--- src/rtl/dmem_arbiter.sv ---
// dmem_arbiter: shares one single-port data memory between port A (CPU
// load/store) and port B (debug/DMA loader).
//
// Ports:
//   clkIn, resetIn               clock (rising edge), async active-low reset
//   A_*/B_* ReqIn, WriteIn,      requester command, held until its GntOut
//           AddrIn, DataIn
//   A_*/B_* GntOut               access performed this cycle (combinational)
//   A_*/B_* DataOut, ValidOut    registered read data, one-cycle valid pulse
//   Mem_AddrOut, Mem_DataOut,    memory address, write data and strobes,
//   Mem_ReadOut, Mem_WriteOut    all zero when no access is granted
//   Mem_DataIn                   combinational read data from the memory
//   BusyOut                      an owner is currently selected
module dmem_arbiter #(
    parameter int ADDR_W    = 32,
    parameter int DATA_W    = 32,
    parameter int MAX_BURST = 4
) (
    input  logic              clkIn,
    input  logic              resetIn,
    input  logic              A_ReqIn,
    input  logic              A_WriteIn,
    input  logic [ADDR_W-1:0] A_AddrIn,
    input  logic [DATA_W-1:0] A_DataIn,
    output logic              A_GntOut,
    output logic [DATA_W-1:0] A_DataOut,
    output logic              A_ValidOut,
    input  logic              B_ReqIn,
    input  logic              B_WriteIn,
    input  logic [ADDR_W-1:0] B_AddrIn,
    input  logic [DATA_W-1:0] B_DataIn,
    output logic              B_GntOut,
    output logic [DATA_W-1:0] B_DataOut,
    output logic              B_ValidOut,
    output logic [ADDR_W-1:0] Mem_AddrOut,
    output logic [DATA_W-1:0] Mem_DataOut,
    output logic              Mem_ReadOut,
    output logic              Mem_WriteOut,
    input  logic [DATA_W-1:0] Mem_DataIn,
    output logic              BusyOut
);

    localparam int CNT_W = $clog2(MAX_BURST + 1);
    localparam logic [CNT_W-1:0] CNT_MAX = CNT_W'(MAX_BURST);

    localparam logic [1:0] IDLE  = 2'd0;
    localparam logic [1:0] OWN_A = 2'd1;
    localparam logic [1:0] OWN_B = 2'd2;

    logic [1:0]       state;
    logic [1:0]       stateNext;
    logic [CNT_W-1:0] cnt;
    logic [CNT_W-1:0] cntNext;
    logic [CNT_W-1:0] cntInc;
    logic             lastServed;
    logic             lastServedNext;
    logic             grantA;
    logic             grantB;

    // lastServed: 1 = B was served last, 0 = A.
    // Gating with resetIn keeps the write strobe low from the instant
    // reset is asserted, independent of the state register's reset path.
    assign grantA = resetIn && (state == OWN_A) && A_ReqIn;
    assign grantB = resetIn && (state == OWN_B) && B_ReqIn;

    assign A_GntOut = grantA;
    assign B_GntOut = grantB;
    assign BusyOut  = (state != IDLE);

    always_comb begin
        Mem_AddrOut  = '0;
        Mem_DataOut  = '0;
        Mem_ReadOut  = 1'b0;
        Mem_WriteOut = 1'b0;
        if (grantA) begin
            Mem_AddrOut  = A_AddrIn;
            Mem_DataOut  = A_DataIn;
            Mem_ReadOut  = !A_WriteIn;
            Mem_WriteOut = A_WriteIn;
        end else if (grantB) begin
            Mem_AddrOut  = B_AddrIn;
            Mem_DataOut  = B_DataIn;
            Mem_ReadOut  = !B_WriteIn;
            Mem_WriteOut = B_WriteIn;
        end
    end

    assign cntInc = (cnt == CNT_MAX) ? cnt : cnt + CNT_W'(1);

    // The burst limit is judged on the post-grant count, so the owner
    // gets exactly MAX_BURST grants before a waiting peer takes over.
    always_comb begin
        stateNext      = state;
        cntNext        = cnt;
        lastServedNext = lastServed;
        case (state)
            IDLE: begin
                cntNext = '0;
                if (A_ReqIn && B_ReqIn) begin
                    stateNext = lastServed ? OWN_A : OWN_B;
                end else if (A_ReqIn) begin
                    stateNext = OWN_A;
                end else if (B_ReqIn) begin
                    stateNext = OWN_B;
                end
            end
            OWN_A: begin
                if (grantA) begin
                    cntNext        = cntInc;
                    lastServedNext = 1'b0;
                end
                if (B_ReqIn && (!A_ReqIn || cntInc >= CNT_MAX)) begin
                    stateNext = OWN_B;
                    cntNext   = '0;
                end else if (!A_ReqIn) begin
                    stateNext = IDLE;
                    cntNext   = '0;
                end
            end
            OWN_B: begin
                if (grantB) begin
                    cntNext        = cntInc;
                    lastServedNext = 1'b1;
                end
                if (A_ReqIn && (!B_ReqIn || cntInc >= CNT_MAX)) begin
                    stateNext = OWN_A;
                    cntNext   = '0;
                end else if (!B_ReqIn) begin
                    stateNext = IDLE;
                    cntNext   = '0;
                end
            end
            default: begin
                stateNext = IDLE;
                cntNext   = '0;
            end
        endcase
    end

    always_ff @(posedge clkIn or negedge resetIn) begin
        if (!resetIn) begin
            state      <= IDLE;
            cnt        <= '0;
            lastServed <= 1'b1;
            A_DataOut  <= '0;
            B_DataOut  <= '0;
            A_ValidOut <= 1'b0;
            B_ValidOut <= 1'b0;
        end else begin
            state      <= stateNext;
            cnt        <= cntNext;
            lastServed <= lastServedNext;
            A_ValidOut <= grantA && !A_WriteIn;
            B_ValidOut <= grantB && !B_WriteIn;
            if (grantA && !A_WriteIn) begin
                A_DataOut <= Mem_DataIn;
            end
            if (grantB && !B_WriteIn) begin
                B_DataOut <= Mem_DataIn;
            end
        end
    end

endmodule

--- config.mk ---
export PLATFORM = sky130hd
export DESIGN_NAME = dmem_arbiter
export DESIGN_NICKNAME = d
export VERILOG_FILES = /design/src/rtl/dmem_arbiter.sv
export SDC_FILE = /design/constraint.sdc
export NUM_CORES = 1
export LEC_CHECK = 0
export CORE_AREA = 2 2 117 119
export DETAILED_ROUTE_END_ITERATION = 8
export DIE_AREA = 0 0 119 121
export PLACE_DENSITY = 0.7
export SKIP_CTS_REPAIR_TIMING = 1
export SLEW_MARGIN = 40
export SYNTH_ARGS = -nofsm -noshare
export SYNTH_HDL_FRONTEND = slang
export SYNTH_SLANG_ARGS = --single-unit
export TNS_END_PERCENT = 10
--- constraint.sdc ---
create_clock -name clkIn -period 2 [get_ports clkIn]
set_clock_uncertainty 0.05 [all_clocks]
set_input_delay 0.3 -clock clkIn [delete_from_list [all_inputs] [get_ports clkIn]]
set_output_delay 0.3 -clock clkIn [all_outputs]
set_load 0.1 [all_outputs]
# Yosys cells after proc, flatten, opt, wreduce, memory -nomap -nowiden
# Cells that the tools add are included.
# Widths: inputs -> output; s select.
classes:
  n_reduce_logical: 21
  eq_ne: 10
  magnitude_cmp: 1
  muxes: 28
  add_sub_neg: 1
op_table:
  columns: ["operator", "count"]
  rows:
  - ["$mux 32", 4]
  - ["$mux 3", 7]
  - ["$mux 2", 8]
  - ["$logic_and 1x1->1", 9]
  - ["$ne 4x3->1 const B", 2]
  - ["$mux 1", 6]
  - ["$ne 3x2->1 const B", 2]
  - ["$pmux 2 s3", 1]
  - ["$pmux 3 s2", 1]
  - ["$reduce_and 3->1", 2]
  - ["$logic_not 1->1", 4]
  - ["$ne 2x2->1 const B", 2]
  - ["$ne 4x4->1 const B", 1]
  - ["$reduce_bool 2->1", 2]
  - ["$add 3x1->3 const B", 1]
  - ["$eq 3x3->1 const B", 1]
  - ["$ge 3x3->1 const B", 1]
  - ["$eq 2x1->1 const B", 1]
  - ["$eq 2x2->1 const B", 1]
  - ["$logic_not 2->1", 1]
  - ["$logic_or 1x1->1", 2]
  - ["$pmux 1 s2", 1]
  - ["$reduce_and 2->1", 1]
totals:
  out_inout_bits: 135
  elab_cells: 68
  reg_bits: 72
  input_bits: 166

# Longest topological paths before layout
logic_depth:
  ltp_word: 7
  depth_mapped: 9
  depth_no_buf: 6

# Least setup slack after synthesis
# Ideal clock, no wire load.
synth_path:
  kind: "register to output"
  start: "reg state[1]"
  end: "out Mem_AddrOut[22]"
  t_required_ps: 1650
  slack_ps: -1231
  path_buffers: 2
  path_stages_with_launch: 7
  arrival_time_ps: 2881
  path_cell_list: "dfrtp_1 > inv_1 > ha_1 > and3_1 > buf_4 > clkbuf_1 > a22o_1"
synth_between:
  elab_cells_between_ends: 8
  classes_between: "eq/ne: 2; mux: 2; reduce/logical: 4"
synth_lines:
  columns: ["element", "line_no", "text"]
  rows:
  - ["start, declared", "50", "logic [1:0] state;"]
  - ["start signal, assigned", "150", "state <= stateNext;"]
  - ["$eq 2x1->1", "63", "assign grantA = resetIn && (state == OWN_A) && A_ReqIn;"]
  - ["$logic_and 1x1->1 (2 in a row)", "63", null]
  - ["via A_GntOut", "25", "output logic A_GntOut,"]
  - ["$mux 32", "75", "if (grantA) begin"]
  - ["end, declared", "35", "output logic [ADDR_W-1:0] Mem_AddrOut,"]
# The timed path passes the listed nets, and every way through them passes these cells.

# Worst setup path after layout
layout_path:
  start: "reg state[0]"
  end: "out Mem_AddrOut[9]"
layout_between:
  elab_chain_cells: 5
  elab_cells_between_ends: 8
  classes_between: "eq/ne: 2; mux: 2; reduce/logical: 4"
layout_rtl:
  columns: ["element", "line_no", "text"]
  rows:
  - ["$eq 2x2->1", "64", "assign grantB = resetIn && (state == OWN_B) && B_ReqIn;"]
  - ["$logic_and 1x1->1 (2 in a row)", "64", null]
  - ["$mux 32", "80", "end else if (grantB) begin"]
  - ["$mux 32 *", "75", null]
# Every way passes the cells marked *; elsewhere a longest branch is shown, timed or not.

==> flow_metrics.env <==
export IMPL_outcome="finished, violations left"
export IMPL_violations="setup timing"
export IMPL_worstPathBufferInverterCount=3
export IMPL_synthArstFlopShare=1.000
export IMPL_yosys_warnings=0
export IMPL_route_detailed_drc=0
export IMPL_rsz0062_at_grt="true"
export IMPL_die_x_um=119
export IMPL_worst_path_max_delay_cell="dfrtp_2"
export IMPL_numClockSinks=72
export IMPL_viasPerCell=4.778
export IMPL_dieArea_sq_mm=0.01440
export IMPL_ios=301
export IMPL_critPathMaxFanout=11
export IMPL_drv_cap=0
export IMPL_cp_start_kind="flop"
export IMPL_synth_cell_types=35
export IMPL_synth_edf_count=0
export IMPL_hp_class="in2async"
export IMPL_final_area_sq_mm=0.008422
export IMPL_clock_fmax_ghz=0.4372
export IMPL_path_cells="ha_4 > and3_4 > nor2_4 > buf_12 > buf_8 > a22o_2 > buf_12"
export IMPL_synth_cells=287
export IMPL_p_leak_uw=0.003964
export IMPL_h_tree_depth=3
export IMPL_r2r_end="state[0]"
export IMPL_yosysSeqAreaShare=0.4617
export IMPL_finalCriticalPeriod_ns=2.287
export IMPL_endpoint_kind="output pin"
export IMPL_cp_required_ns=1.65
export IMPL_slowest_delay_ns=0.43
export IMPL_synth_seq_cells=72
export IMPL_antenna_found_initial=0
export IMPL_routedWlPerCell_um=21.29
export IMPL_grt_pass1_vias=4080
export IMPL_final_nets=768
export IMPL_root_buffer="clkbuf_16"
export IMPL_post_route_period_util=1.144
export IMPL_numPortBuffers=300
export IMPL_cts_path_max_buffers=2
export IMPL_worst_slew_pin_transition_ns=0.6765
export IMPL_drtAntennaViolNets=0
export IMPL_rrSetupSlack_ns=0.20
export IMPL_rows=42
export IMPL_arrival_ns=1.94
export IMPL_placed_area_sq_mm=0.007781
export IMPL_gp_congestion=0.9121
export IMPL_die_h_um=121
export IMPL_avgSynthCellArea_sq_um=13.61
export IMPL_synth_ff_type="dfrtp_1"
export IMPL_holdWs_ns=0.09194
export IMPL_power_density_mw_per_mm2=1665
export IMPL_cp_common_cell="buf_12"
export IMPL_first_pass_iters=4
export IMPL_route_met3_wl_mm=1.515
export IMPL_initialDrtViolationCount=171
export IMPL_rr_startpoint="state[0]"
export IMPL_grt_use_total=0.2208
export IMPL_num_vias=3717
export IMPL_totalWireLength_mm=16.57
export IMPL_clk_pin_slew_worst_paths_ns=0.06
export IMPL_hpwl_mm=12.80
export IMPL_ff2ff_path_depth=7
export IMPL_dr_wl_met2_mm=8.286
export IMPL_grt_pass1_wl_mm=24.18
export IMPL_setup_viol=67
export IMPL_hold_viol=0
export IMPL_slew_violations=0
export IMPL_vdd_drop_max_v=0.001501
export IMPL_synthesis_area_sq_mm=0.003905
export IMPL_cts_buffers=9
export IMPL_path_delay_family="buffers and inverters"
export IMPL_synth_fp_nets=459
export IMPL_grt_start_max_net_pins=79
export IMPL_fin_ws_ns=-0.2870
export IMPL_drive_gt1_frac=0.5225
export IMPL_relSlewSlack=0.5490
export IMPL_cts_tree="done"
export IMPL_core_sq_mm=0.01309
export IMPL_syn_to_final_growth_pct=115.7
export IMPL_path_class="reg2out"
export IMPL_initial_core_util=0.2984
export IMPL_grt_remaining_overflow=0
export IMPL_dr_max_layer_used="met4"
export IMPL_clock_latency_ns=0.33
export IMPL_wl_met1_mm=6.531
[per-stage QoR]
stage                     setup TNS [ns]  setup slack [ns]    util  total power, uW  std cells
after floorplan                   -11.18           -0.2876       -             9510        287
after global placement            -9.216           -0.1656  0.5944            12030        756
after detailed placement          -9.021           -0.1553  0.5947            12110        756
after CTS                         -22.90           -0.3812  0.6195            13910        772
after global routing              -21.35           -0.3538  0.6434            14440        777
final                             -16.84           -0.2870  0.6436            14030        778
[sequential cells by signal, indices dropped and copies added, names as in the netlist]
name,cells
lastServed,1
B_DataOut,32
B_ValidOut,1
cnt,3
A_ValidOut,1
state,2
A_DataOut,32
[layout by cell type (no fill, tap or decap), drive strengths merged]
cell | Yosys | layout
a2111o | 1 | 1
o22a | 1 | 1
and3 | 1 | 1
nand2 | 5 | 5
mux2 | 64 | 64
a32oi | 2 | 2
inv | 10 | 13
a211oi | 1 | 1
and3b | 1 | 1
nand3 | 3 | 3
ha | 6 | 6
dfstp | 1 | 1
or2 | 1 | 1
a2bb2oi | 2 | 2
or3 | 1 | 1
a22o | 65 | 65
bufinv | 0 | 2
clkinv | 0 | 2
a21o | 2 | 2
diode | 0 | 1
o221ai | 1 | 1
buf | 20 | 155
clkbuf | 3 | 11
nand4bb | 1 | 1
nor2b | 3 | 3
o21ai | 5 | 5
mux2i | 1 | 1
nand2b | 3 | 3
dfrtp | 71 | 71
clkdlybuf4s50 | 0 | 164
a31oi | 1 | 1
nand3b | 1 | 1
o211ai | 1 | 1
nor2 | 5 | 5
a21oi | 4 | 4
[how the worst max path moves through the flow]
stage / start / endpoint / slack [ns] / depth (start not counted)
2_1_floorplan: state[1] / Mem_DataOut[0] / -0.29 / 7
6_report: state[0] / Mem_AddrOut[9] / -0.29 / 7
5_1_grt: state[0] / Mem_AddrOut[4] / -0.35 / 7
3_3_place_gp: A_ReqIn / Mem_DataOut[31] / -0.17 / 5
4_1_cts: state[0] / Mem_AddrOut[10] / -0.38 / 7
3_5_place_dp: A_ReqIn / Mem_AddrOut[10] / -0.16 / 5
[report_power, final]
| group | switching [uW] | internal (uW) | total (uW) | leakage (uW) |
|---|---|---|---|---|
| sequential | 399 | 2090 | 2490 | 0.000914 |
| combinational | 6880 | 2910 | 9790 | 0.00289 |
| clock | 637 | 1100 | 1740 | 0.000161 |
| total | 7920 | 6100 | 14000 | 0.00396 |
[cell type report]
type	count	area (sq um)
multi-input combinational	182	2216
fill	977	4663
antenna	1	2.502
clock inverter	7	100.1
inverter	10	37.54
tap	176	220.2
timing repair buffer	321	3816
sequential	72	1804
clock buffer	9	225.2
[cell families after synthesis]
kind of cell / after synthesis / synth area share
fa+ha+maj: 6 / 0.01922
mux: 65 / 0.2429
flops: 72 / 0.4617
compound gates: 86 / 0.1830
buf+inv: 33 / 0.05832
simple gates: 25 / 0.03493
[synthesized netlist by cell type, drive strengths merged, types with 4 or more instances]
cell / instances / share of area
buf: 20 / 0.046
o21ai: 5 / 0.0064
inv: 10 / 0.0096
a21oi: 4 / 0.0051
nand2: 5 / 0.0048
nor2: 5 / 0.0048
ha: 6 / 0.019
mux2: 64 / 0.24
dfrtp: 71 / 0.45
a22o: 65 / 0.15
[per-layer routing]
| metal | GRT usage | up-vias |
|---|---|---|
| met5 | 0 | - |
| met1 | 0.2564 | 1834 |
| met2 | 0.3807 | 163 |
| met3 | 0.09539 | 18 |
| met4 | 0.04315 | 0 |
| li1 | - | 1702 |
Note: power is estimated with default switching activity, not from simulation.
